### src/rtl/sdft_pkg.sv
// Shared definitions for the sliding-DFT stream engine: FSM encoding,
// twiddle Q-format and the elaboration-time twiddle generator.
package sdft_pkg;

  typedef enum logic [1:0] {
    ST_IDLE   = 2'd0,
    ST_DELTA  = 2'd1,
    ST_BINS   = 2'd2,
    ST_COMMIT = 2'd3
  } state_t;

  // Sign bit plus one integer bit, so a twiddle of exactly 1.0 is representable.
  localparam int COEF_GUARD   = 2;
  localparam int TAYLOR_TERMS = 12;
  localparam real TWO_PI      = 6.283185307179586;

  // cos/sin(2*pi*k/n) scaled by 2^frac and rounded to nearest; only ever
  // evaluated with constant arguments to fill the twiddle table.
  function automatic int twiddle_q(input int k, input int n, input int frac,
                                   input bit want_sin);
    real ang;
    real x2;
    real term;
    real acc;
    real scaled;
    ang = TWO_PI * real'(k) / real'(n);
    // Fold into [-pi, pi] so the series converges quickly.
    if (ang > TWO_PI / 2.0) ang = ang - TWO_PI;
    x2 = ang * ang;
    if (want_sin) begin
      term = ang;
      acc  = ang;
      for (int i = 1; i <= TAYLOR_TERMS; i++) begin
        term = -term * x2 / real'((2 * i) * (2 * i + 1));
        acc  = acc + term;
      end
    end else begin
      term = 1.0;
      acc  = 1.0;
      for (int i = 1; i <= TAYLOR_TERMS; i++) begin
        term = -term * x2 / real'((2 * i - 1) * (2 * i));
        acc  = acc + term;
      end
    end
    scaled = acc * real'(1 << frac);
    return $rtoi((scaled >= 0.0) ? scaled + 0.5 : scaled - 0.5);
  endfunction

endpackage

### src/rtl/sdft_twiddle_rom.sv
// Combinational twiddle ROM: W_k = cos(2*pi*k/N) + j*sin(2*pi*k/N).
module sdft_twiddle_rom
  import sdft_pkg::*;
#(
  parameter int freq_bins  = 16,
  parameter int coef_width = 12,
  localparam int IDX_W     = $clog2(freq_bins)
) (
  input  logic        [IDX_W-1:0]      idx,
  output logic signed [coef_width-1:0] twd_cos,
  output logic signed [coef_width-1:0] twd_sin
);

  logic signed [coef_width-1:0] cos_tab [freq_bins];
  logic signed [coef_width-1:0] sin_tab [freq_bins];

  for (genvar g = 0; g < freq_bins; g++) begin : g_tab
    assign cos_tab[g] = coef_width'(twiddle_q(g, freq_bins, coef_width - COEF_GUARD, 1'b0));
    assign sin_tab[g] = coef_width'(twiddle_q(g, freq_bins, coef_width - COEF_GUARD, 1'b1));
  end

  assign twd_cos = cos_tab[idx];
  assign twd_sin = sin_tab[idx];

endmodule

### src/rtl/sdft_stream.sv
// Sliding DFT over the last freq_bins samples; each accepted sample updates
// every bin serially, one complex multiply-accumulate per cycle.
module sdft_stream
  import sdft_pkg::*;
#(
  parameter int data_width  = 8,
  parameter int freq_bins   = 16,
  parameter int coef_width  = 12,
  parameter int bin_width   = data_width + $clog2(freq_bins) + 1,
  localparam int ADDR_W     = $clog2(freq_bins)
) (
  input  logic                         clk,
  input  logic                         reset,
  input  logic signed [data_width-1:0] sample,
  input  logic                         start,
  input  logic                         clear,
  output logic                         ready,
  input  logic        [ADDR_W-1:0]     bin_addr,
  output logic signed [bin_width-1:0]  bin_real,
  output logic signed [bin_width-1:0]  bin_imag,
  output logic                         overflow
);

  localparam int D_W  = data_width + 1;
  localparam int A_W  = bin_width + 1;
  localparam int P_W  = bin_width + coef_width + 2;
  localparam int FRAC = coef_width - COEF_GUARD;
  localparam logic [ADDR_W-1:0] LAST_K = ADDR_W'(freq_bins - 1);
  localparam logic signed [P_W-1:0] SAT_MAX =
    {{(P_W - bin_width + 1){1'b0}}, {(bin_width - 1){1'b1}}};
  localparam logic signed [P_W-1:0] SAT_MIN = ~SAT_MAX;

  // MSB flags a clamp; low bits are the bin-width result.
  function automatic logic [bin_width:0] sat_bin(input logic signed [P_W-1:0] v);
    if (v > SAT_MAX) return {1'b1, SAT_MAX[bin_width-1:0]};
    if (v < SAT_MIN) return {1'b1, SAT_MIN[bin_width-1:0]};
    return {1'b0, v[bin_width-1:0]};
  endfunction

  state_t                      state_q, state_d;
  logic        [ADDR_W-1:0]    k_q, k_d;
  logic        [ADDR_W-1:0]    ptr_q, ptr_d;
  logic signed [data_width-1:0] cap_q, cap_d;
  logic signed [D_W-1:0]       d_q, d_d;
  logic                        ovf_q, ovf_d;
  logic signed [bin_width-1:0] rd_re_q, rd_im_q;

  logic signed [data_width-1:0] hist_q   [freq_bins];
  logic signed [bin_width-1:0]  bin_re_q [freq_bins];
  logic signed [bin_width-1:0]  bin_im_q [freq_bins];

  logic                         wipe, bin_we, hist_we;
  logic signed [coef_width-1:0] twd_cos, twd_sin;
  logic signed [A_W-1:0]        a_re, a_im;
  logic signed [P_W-1:0]        p_re, p_im;
  logic        [bin_width:0]    sat_re, sat_im;
  logic signed [bin_width-1:0]  new_re, new_im;
  logic                         upd_ovf;

  sdft_twiddle_rom #(
    .freq_bins (freq_bins),
    .coef_width(coef_width)
  ) u_rom (
    .idx    (k_q),
    .twd_cos(twd_cos),
    .twd_sin(twd_sin)
  );

  // Bin datapath: (X_k + d) * W_k at full precision, floor-shift, clamp.
  always_comb begin
    a_re    = A_W'(bin_re_q[k_q]) + A_W'(d_q);
    a_im    = A_W'(bin_im_q[k_q]);
    p_re    = P_W'(a_re) * P_W'(twd_cos) - P_W'(a_im) * P_W'(twd_sin);
    p_im    = P_W'(a_re) * P_W'(twd_sin) + P_W'(a_im) * P_W'(twd_cos);
    sat_re  = sat_bin(p_re >>> FRAC);
    sat_im  = sat_bin(p_im >>> FRAC);
    new_re  = sat_re[bin_width-1:0];
    new_im  = sat_im[bin_width-1:0];
    upd_ovf = sat_re[bin_width] | sat_im[bin_width];
  end

  always_comb begin
    state_d = state_q;
    k_d     = k_q;
    ptr_d   = ptr_q;
    cap_d   = cap_q;
    d_d     = d_q;
    ovf_d   = ovf_q;
    ready   = 1'b0;
    wipe    = 1'b0;
    bin_we  = 1'b0;
    hist_we = 1'b0;
    case (state_q)
      ST_IDLE: begin
        ready = 1'b1;
        if (clear) begin
          wipe  = 1'b1;
          ovf_d = 1'b0;
        end else if (start) begin
          cap_d   = sample;
          state_d = ST_DELTA;
        end
      end
      ST_DELTA: begin
        d_d     = D_W'(cap_q) - D_W'(hist_q[ptr_q]);
        k_d     = '0;
        state_d = ST_BINS;
      end
      ST_BINS: begin
        bin_we = 1'b1;
        ovf_d  = ovf_q | upd_ovf;
        k_d    = k_q + ADDR_W'(1);
        if (k_q == LAST_K) state_d = ST_COMMIT;
      end
      ST_COMMIT: begin
        hist_we = 1'b1;
        ptr_d   = ptr_q + ADDR_W'(1);
        state_d = ST_IDLE;
      end
      default: state_d = ST_IDLE;
    endcase
  end

  always_ff @(posedge clk) begin
    if (reset) begin
      state_q <= ST_IDLE;
      k_q     <= '0;
      ptr_q   <= '0;
      cap_q   <= '0;
      d_q     <= '0;
      ovf_q   <= 1'b0;
      rd_re_q <= '0;
      rd_im_q <= '0;
      for (int i = 0; i < freq_bins; i++) begin
        hist_q[i]   <= '0;
        bin_re_q[i] <= '0;
        bin_im_q[i] <= '0;
      end
    end else begin
      state_q <= state_d;
      k_q     <= k_d;
      ptr_q   <= ptr_d;
      cap_q   <= cap_d;
      d_q     <= d_d;
      ovf_q   <= ovf_d;
      rd_re_q <= bin_re_q[bin_addr];
      rd_im_q <= bin_im_q[bin_addr];
      if (wipe) begin
        for (int i = 0; i < freq_bins; i++) begin
          hist_q[i]   <= '0;
          bin_re_q[i] <= '0;
          bin_im_q[i] <= '0;
        end
      end else begin
        if (bin_we) begin
          bin_re_q[k_q] <= new_re;
          bin_im_q[k_q] <= new_im;
        end
        if (hist_we) hist_q[ptr_q] <= cap_q;
      end
    end
  end

  assign bin_real = rd_re_q;
  assign bin_imag = rd_im_q;
  assign overflow = ovf_q;

endmodule

### config.mk
export PLATFORM = sky130hd
export DESIGN_NAME = sdft_stream
export DESIGN_NICKNAME = d
export VERILOG_FILES = /design/src/rtl/sdft_pkg.sv /design/src/rtl/sdft_twiddle_rom.sv /design/src/rtl/sdft_stream.sv
export SDC_FILE = /design/constraint.sdc
export NUM_CORES = 2
export LEC_CHECK = 0
export BUFFER_PORTS_ARGS = -buffer_cell sky130_fd_sc_hd__buf_2
export CAP_MARGIN = 5
export CORE_MARGIN = 5
export CORE_UTILIZATION = 40
export CTS_CLUSTER_DIAMETER = 60
export DETAILED_ROUTE_END_ITERATION = 7
export GPL_ROUTABILITY_DRIVEN = 1
export PLACE_DENSITY_LB_ADDON = 0.15
export SLEW_MARGIN = 10
export SYNTH_ARGS = -nofsm -noshare
export SYNTH_HDL_FRONTEND = slang
export SYNTH_SLANG_ARGS = --single-unit
### constraint.sdc
create_clock -name clk -period 21 [get_ports clk]
set_input_delay 2.1 -clock clk [delete_from_list [all_inputs] [get_ports clk]]
set_output_delay 2.1 -clock clk [all_outputs]
set_load 0.1 [all_outputs]
; ---- Word-level counts from Yosys, hierarchy flattened
; Memories as Yosys holds them, arrays and structs flattened. A register that Yosys moved wholly into a read port is not among the register bits.
; Cells that the tools add are included.
[word_totals]
register_bits = 28
ramBits = 544
mem_bits_ro = 384
elab_cells = 201
n_memories = 5
[mem_list]
columns = memory, depth, word_bits, read_ports, rd_clocked_by_memory_dff, write_ports, line_no
row1 = bin_im_q, 16, 13, 2, 2, 16, sdft_stream.sv:50  ; logic signed [bin_width-1:0] bin_im_q [freq_bins];
row2 = bin_re_q, 16, 13, 2, 2, 16, sdft_stream.sv:49  ; logic signed [bin_width-1:0] bin_re_q [freq_bins];
row3 = (name not given), 16, 12, 1, 0, 0, sdft_twiddle_rom.sv:23  ; assign twd_sin = sin_tab[idx];
row4 = (name not given), 16, 12, 1, 0, 0, sdft_twiddle_rom.sv:22  ; assign twd_cos = cos_tab[idx];
row5 = hist_q, 16, 8, 1, 1, 16, sdft_stream.sv:48  ; logic signed [data_width-1:0] hist_q [freq_bins];
[op_classes]
n_addsub = 6
multipliers = 4
n_lt_le_gt_ge = 5
n_eq_ne = 8
mux = 106
n_bitwise = 52
n_reduce_logical = 9
[op_table]
columns = operator, n
row1 = 13-bit 2-to-1 mux, 34
row2 = 8-bit 2-to-1 mux, 17
row3 = 14-bit 2-to-1 mux, 8
row4 = 14-bit by 12-bit multiplier with 26-bit output, 2
row5 = 13-bit by 12-bit multiplier with 25-bit output, 2
row6 = 1-bit bitwise OR, 50
row7 = 12-bit 2-to-1 mux, 4
row8 = 4-bit 2-to-1 mux, 9
row9 = 17-bit by 13-bit > comparator with 1-bit output (second input constant), 2
row10 = 17-bit by 13-bit less-than comparator with 1-bit output (second input constant), 2
row11 = 1-bit 2-to-1 mux, 28
row12 = 26-bit by 25-bit adder with 27-bit output, 1
row13 = 26-bit by 25-bit subtractor with 27-bit output, 1
row14 = 13-bit OR reduction, 2
row15 = 13-bit by 9-bit adder with 14-bit output, 1
row16 = 8-bit by 8-bit subtractor with 9-bit output, 1
row17 = 4-bit by 1-bit adder with 4-bit output (second input constant), 2
row18 = 2-bit inequality test (second input constant), 4
row19 = 2-bit case mux with 4 select lines, 1
row20 = 4-bit case mux with 2 select lines, 1
row21 = 8-bit OR reduction, 1
row22 = 2-bit 2-to-1 mux, 3
row23 = 3-bit AND reduction, 2
row24 = 5-bit greater-or-equal comparator (second input constant), 1
row25 = 9 further kinds, 11

; ---- Depth between registers and ports, before layout
[depth]
depth_word = 14
ltp_mapped = 44

; ---- Hierarchy
; From an unflattened synthesis, not the netlist that was laid out.
[hier_totals]
hier_cells = 4925
hier_area_um2 = 56406.6
[modules_own_cells]
columns = mod, n_inst, cells_per_inst, area_each_um2, seq_area_each_um2
row1 = sdft_stream, 1, 4874, 55928.6, 17576.9
row2 = sdft_twiddle_rom, 1, 51, 478.0, 0.0

; ---- Least setup slack after synthesis
; No wires, ideal clock.
[synth_path]
path_kind = reg-to-reg
from = register (tool-made name)
to = memory bin_im_q[8][11] (netlist name) (data pin)
setup_ns = 0.152
arrival_time_ns = 12.353
t_required_ns = 20.848
setup_slack_ns = 8.495
stages_incl_launch_ff = 41
path_cell_list = dfxtp_1 -> clkbuf_1 -> buf_1 -> buf_1 -> clkbuf_1 -> mux4_2 -> mux4_2 -> ha_1 -> fa_1 -> a21o_1 -> a21oi_1 -> o21bai_1 -> a21oi_1 -> o21bai_1 -> a41oi_1 -> nor2b_1 -> xor2_1 -> clkbuf_1 -> [... 5 more ...] -> fa_1 -> fa_1 -> inv_1 -> fa_1 -> inv_1 -> fa_1 -> inv_1 -> ha_1 -> a21o_1 -> a21o_1 -> a32o_1 -> o21a_1 -> a2111o_1 -> or2_1 -> nor3_4 -> a21oi_4 -> buf_2 -> nor3_2
[synth_rtl]
columns = item, line_no
row1 = end: declaration, sdft_stream.sv:50

==> flow_summary_export.csv <==
group,metric,value,unit
synth,yosysUniqueCellTypes,78,
worst_setup_path,crit_path_top_delay_cell,"buf_4",
clock_network,root_buffer,"clkbuf_16",
floorplan,die_width,379.8,µm
placement,placed_area,0.05711,mm²
synth,yosysMostFrequentCell,"inv_1",
synth,ys_top_cells_by_count,"inv_1 (868), fa_1 (648), nor2_1 (601), edfxtp_1 (544), mux4_2 (288)",
timing,fin_crit_sh,63.90,%
worst_setup_path,start_kind,"flop",
floorplan,die_y,379.8,µm
floorplan,rows,135,
synth,synth_area_leaders,"edfxtp_1 (30%), fa_1 (24%), mux4_2 (12%)",
worst_setup_path,critPathKind,"reg2reg",
synth,syn_area,0.05469,mm²
clock_network,clock_latency,0.72,ns
worst_setup_path,cp.depth,36,
min_path,holdCritPathClass,"reg2reg",
floorplan,io_pins,44,
placement,place_inst,6434,
routing,viasPerCell,5.523,
worst_setup_path,reg2reg_depth,36,
timing,report.final.hold_viol_count,0,
synth,yosysWarnings,0,
clock_network,cts_tree,"yes",
synth,yosys_register_bits,606,
routing,ant_nets,0,
global_route,grt_pass1_wl,259900,µm
worst_setup_path,cp_max_fo,73,
routing,vias,36341,
floorplan,start_util,40.32,%
clock_network,clk_pin_slew,0.06,ns
routing,drcViolationCount,0,
clock_network,cts_buffers,79,
synth,ys.flop_type,"edfxtp_1",
worst_setup_path,rrSetupSlack,7.58,ns
floorplan,fp.coreArea,0.1356,mm²
worst_setup_path,cp-end-kind,"flop",
worst_setup_path,critical_path.endpoint,"bin_im_q[15][0]$_SDFFCE_PN0P_",
layout,finalNetCount,5664,
clock_network,hold_buffers,0,
worst_setup_path,critPathMaxStageDelay,0.81,ns
layout,drive_above_1_share,16.15,%
placement,gp_congestion,0.8959,
worst_setup_path,r2r-end,"bin_im_q[15][0]$_SDFFCE_PN0P_",
worst_setup_path,worstPathArrival,13.95,ns
timing,maxSlewViolCount,0,
timing,period_minus_slack,13.42,ns
clock_network,cts_buffer_depth,3,
routing,wl_per_cell,26.75,µm
synth,synth_edf_count,544,
timing,worst_pin_slew,1.377,ns
global_route,grt_pass1_vias,38178,
timing,maxSlewHeadroom,7.574,%
synth,async_flop_share,0,%
layout,area_delta_synth_final,9.154,%
timing,fin_skew,0.07002,ns
timing,fmax,74.52,MHz
layout,num-fill-cells,12790,
placement,port_buffers,43,
layout,stdcell_count,6580,
placement,dp_hpwl,122500,µm
floorplan,die_area,0.1442,mm²
flow_run,max_cap_viol_count,0,
synth,synth_top_area_share,29.87,%
clock_network,postCtsSetupBuffers,0,
synth,syn_area_per_cell,11.48,µm²
worst_setup_path,required,21.53,ns
synth,syn_inst,4765,
clock_network,cts_resized,0,
clock_network,clkSinkCount,606,
timing,finalSetupViolations,0,
worst_setup_path,path_buf_inv,7,
global_route,grt_max_degree,74,
routing,drt_pass1_iterations,5,
synth,yosysTopAreaCell,"edfxtp_1",
global_route,antenna_found_initial,4,
synth,synth_nets,5695,
synth,yosysSeqAreaShare,32.14,%
worst_setup_path,cpLargestDelayFamily,"adder cells",
routing,routed_wl,176000,µm
outcome,status,"finished clean",
global_route,grt_usage,24.49,%
clock_network,cts-htree-levels,3,
timing,grt_setup_unrepaired,"false",
routing,first_iter_violations,3723,
global_route,grt_overflow,0,
timing,tns,0,ns
layout,stdcell_area,0.05970,mm²
worst_setup_path,crit_top_cell,"fa_1",
-- registers in the layout (all words and copies together) (netlist names), named ones only --
name / flops
bin_re_q: 208
bin_im_q: 208
bin_imag: 13
cap_q: 8
hist_q: 128
d_q: 9
k_q: 4
bin_real: 13
overflow: 1
state_q: 2
ptr_q: 4
-- metal layers --
layer | up-vias | wire (µm) | global-route usage [%]
li1 | 15631 | - | -
met1 | 19044 | 71310 | 32.75
met2 | 1401 | 86080 | 40.92
met3 | 265 | 12120 | 3.935
met4 | 0 | 6507 | 8.176
met5 | - | 0 | 0
-- layout make-up --
cell class | instances | area [µm²] | area share, %
antenna | 1 | 2.502 | 0.004192
clock buffer | 106 | 2098 | 3.515
clock inverter | 39 | 476.7 | 0.7986
inverter | 872 | 3273 | 5.483
multi-input combinational | 3006 | 32860 | 55.04
sequential | 606 | 17590 | 29.46
tap | 1781 | 2228 | 3.733
timing repair buffer | 169 | 1172 | 1.964
-- cell families (layout without fill, tap and decap cells) --
family,count (synthesis),count (layout),synth area share (%)
other,0,1,0
adder cells (fa/ha/maj),914,914,29.81
AND/OR/NAND/NOR,1299,1299,11.00
buffers and inverters,1153,1186,8.211
XOR/XNOR,85,85,1.361
multiplexers,335,335,12.76
flip-flops,606,606,32.14
AO/OA/AOI/OAI,373,373,4.729
-- cell usage in the layout (no fill, tap or decap), types with 57 or more instances in the layout --
cell type	n
a21oi_1	121
and2_1	133
buf_4	128
clkbuf_16	79
dfxtp_1	57
edfxtp_1	544
fa_1	648
ha_1	266
inv_1	868
mux4_2	288
nand2_1	258
nor2_1	601
nor3_1	82
-- per-stage QoR --
step                hold WS, ns  worst slack (ns)  util, %
detailed placement       0.5130             7.434    42.11
CTS                      0.5255             7.413    44.00
global placement         0.4880             7.680    42.11
finish                   0.5223             7.581    44.01
global route             0.5648             6.705    44.01
floorplan                0.4498             8.495        -
-- worst register-to-register path: cells and delay by family (launching register included) --
family | cells | cell delay [ns]
and+or+nand+nor | 6 | 2.02
adders and majority gates | 9 | 4.37
xor gates and xnor gates | 1 | 0.58
DFF | 1 | 0.73
muxes | 2 | 1.19
buffers and inverters | 7 | 1.81
AOI/OAI and AO/OA | 11 | 2.58
-- worst min path at each step --
| stage | end | start | slack (ns) | depth (start not counted) |
|---|---|---|---|---|
| 5_1_grt | cap_q[0]$_SDFFE_PP0P_ | cap_q[0]$_SDFFE_PP0P_ | 0.56 | 2 |
| 4_1_cts | cap_q[0]$_SDFFE_PP0P_ | cap_q[0]$_SDFFE_PP0P_ | 0.53 | 2 |
| 3_5_place_dp | cap_q[0]$_SDFFE_PP0P_ | cap_q[0]$_SDFFE_PP0P_ | 0.51 | 2 |
| 2_1_floorplan | d_q[7]$_SDFFE_PP0N_ | d_q[7]$_SDFFE_PP0N_ | 0.45 | 2 |
| 3_3_place_gp | cap_q[0]$_SDFFE_PP0P_ | cap_q[0]$_SDFFE_PP0P_ | 0.49 | 2 |
| 6_report | cap_q[0]$_SDFFE_PP0P_ | cap_q[0]$_SDFFE_PP0P_ | 0.52 | 2 |
Power is not shown: default switching activity piles up to over one toggle a cycle in this logic, so the estimate is an artifact.
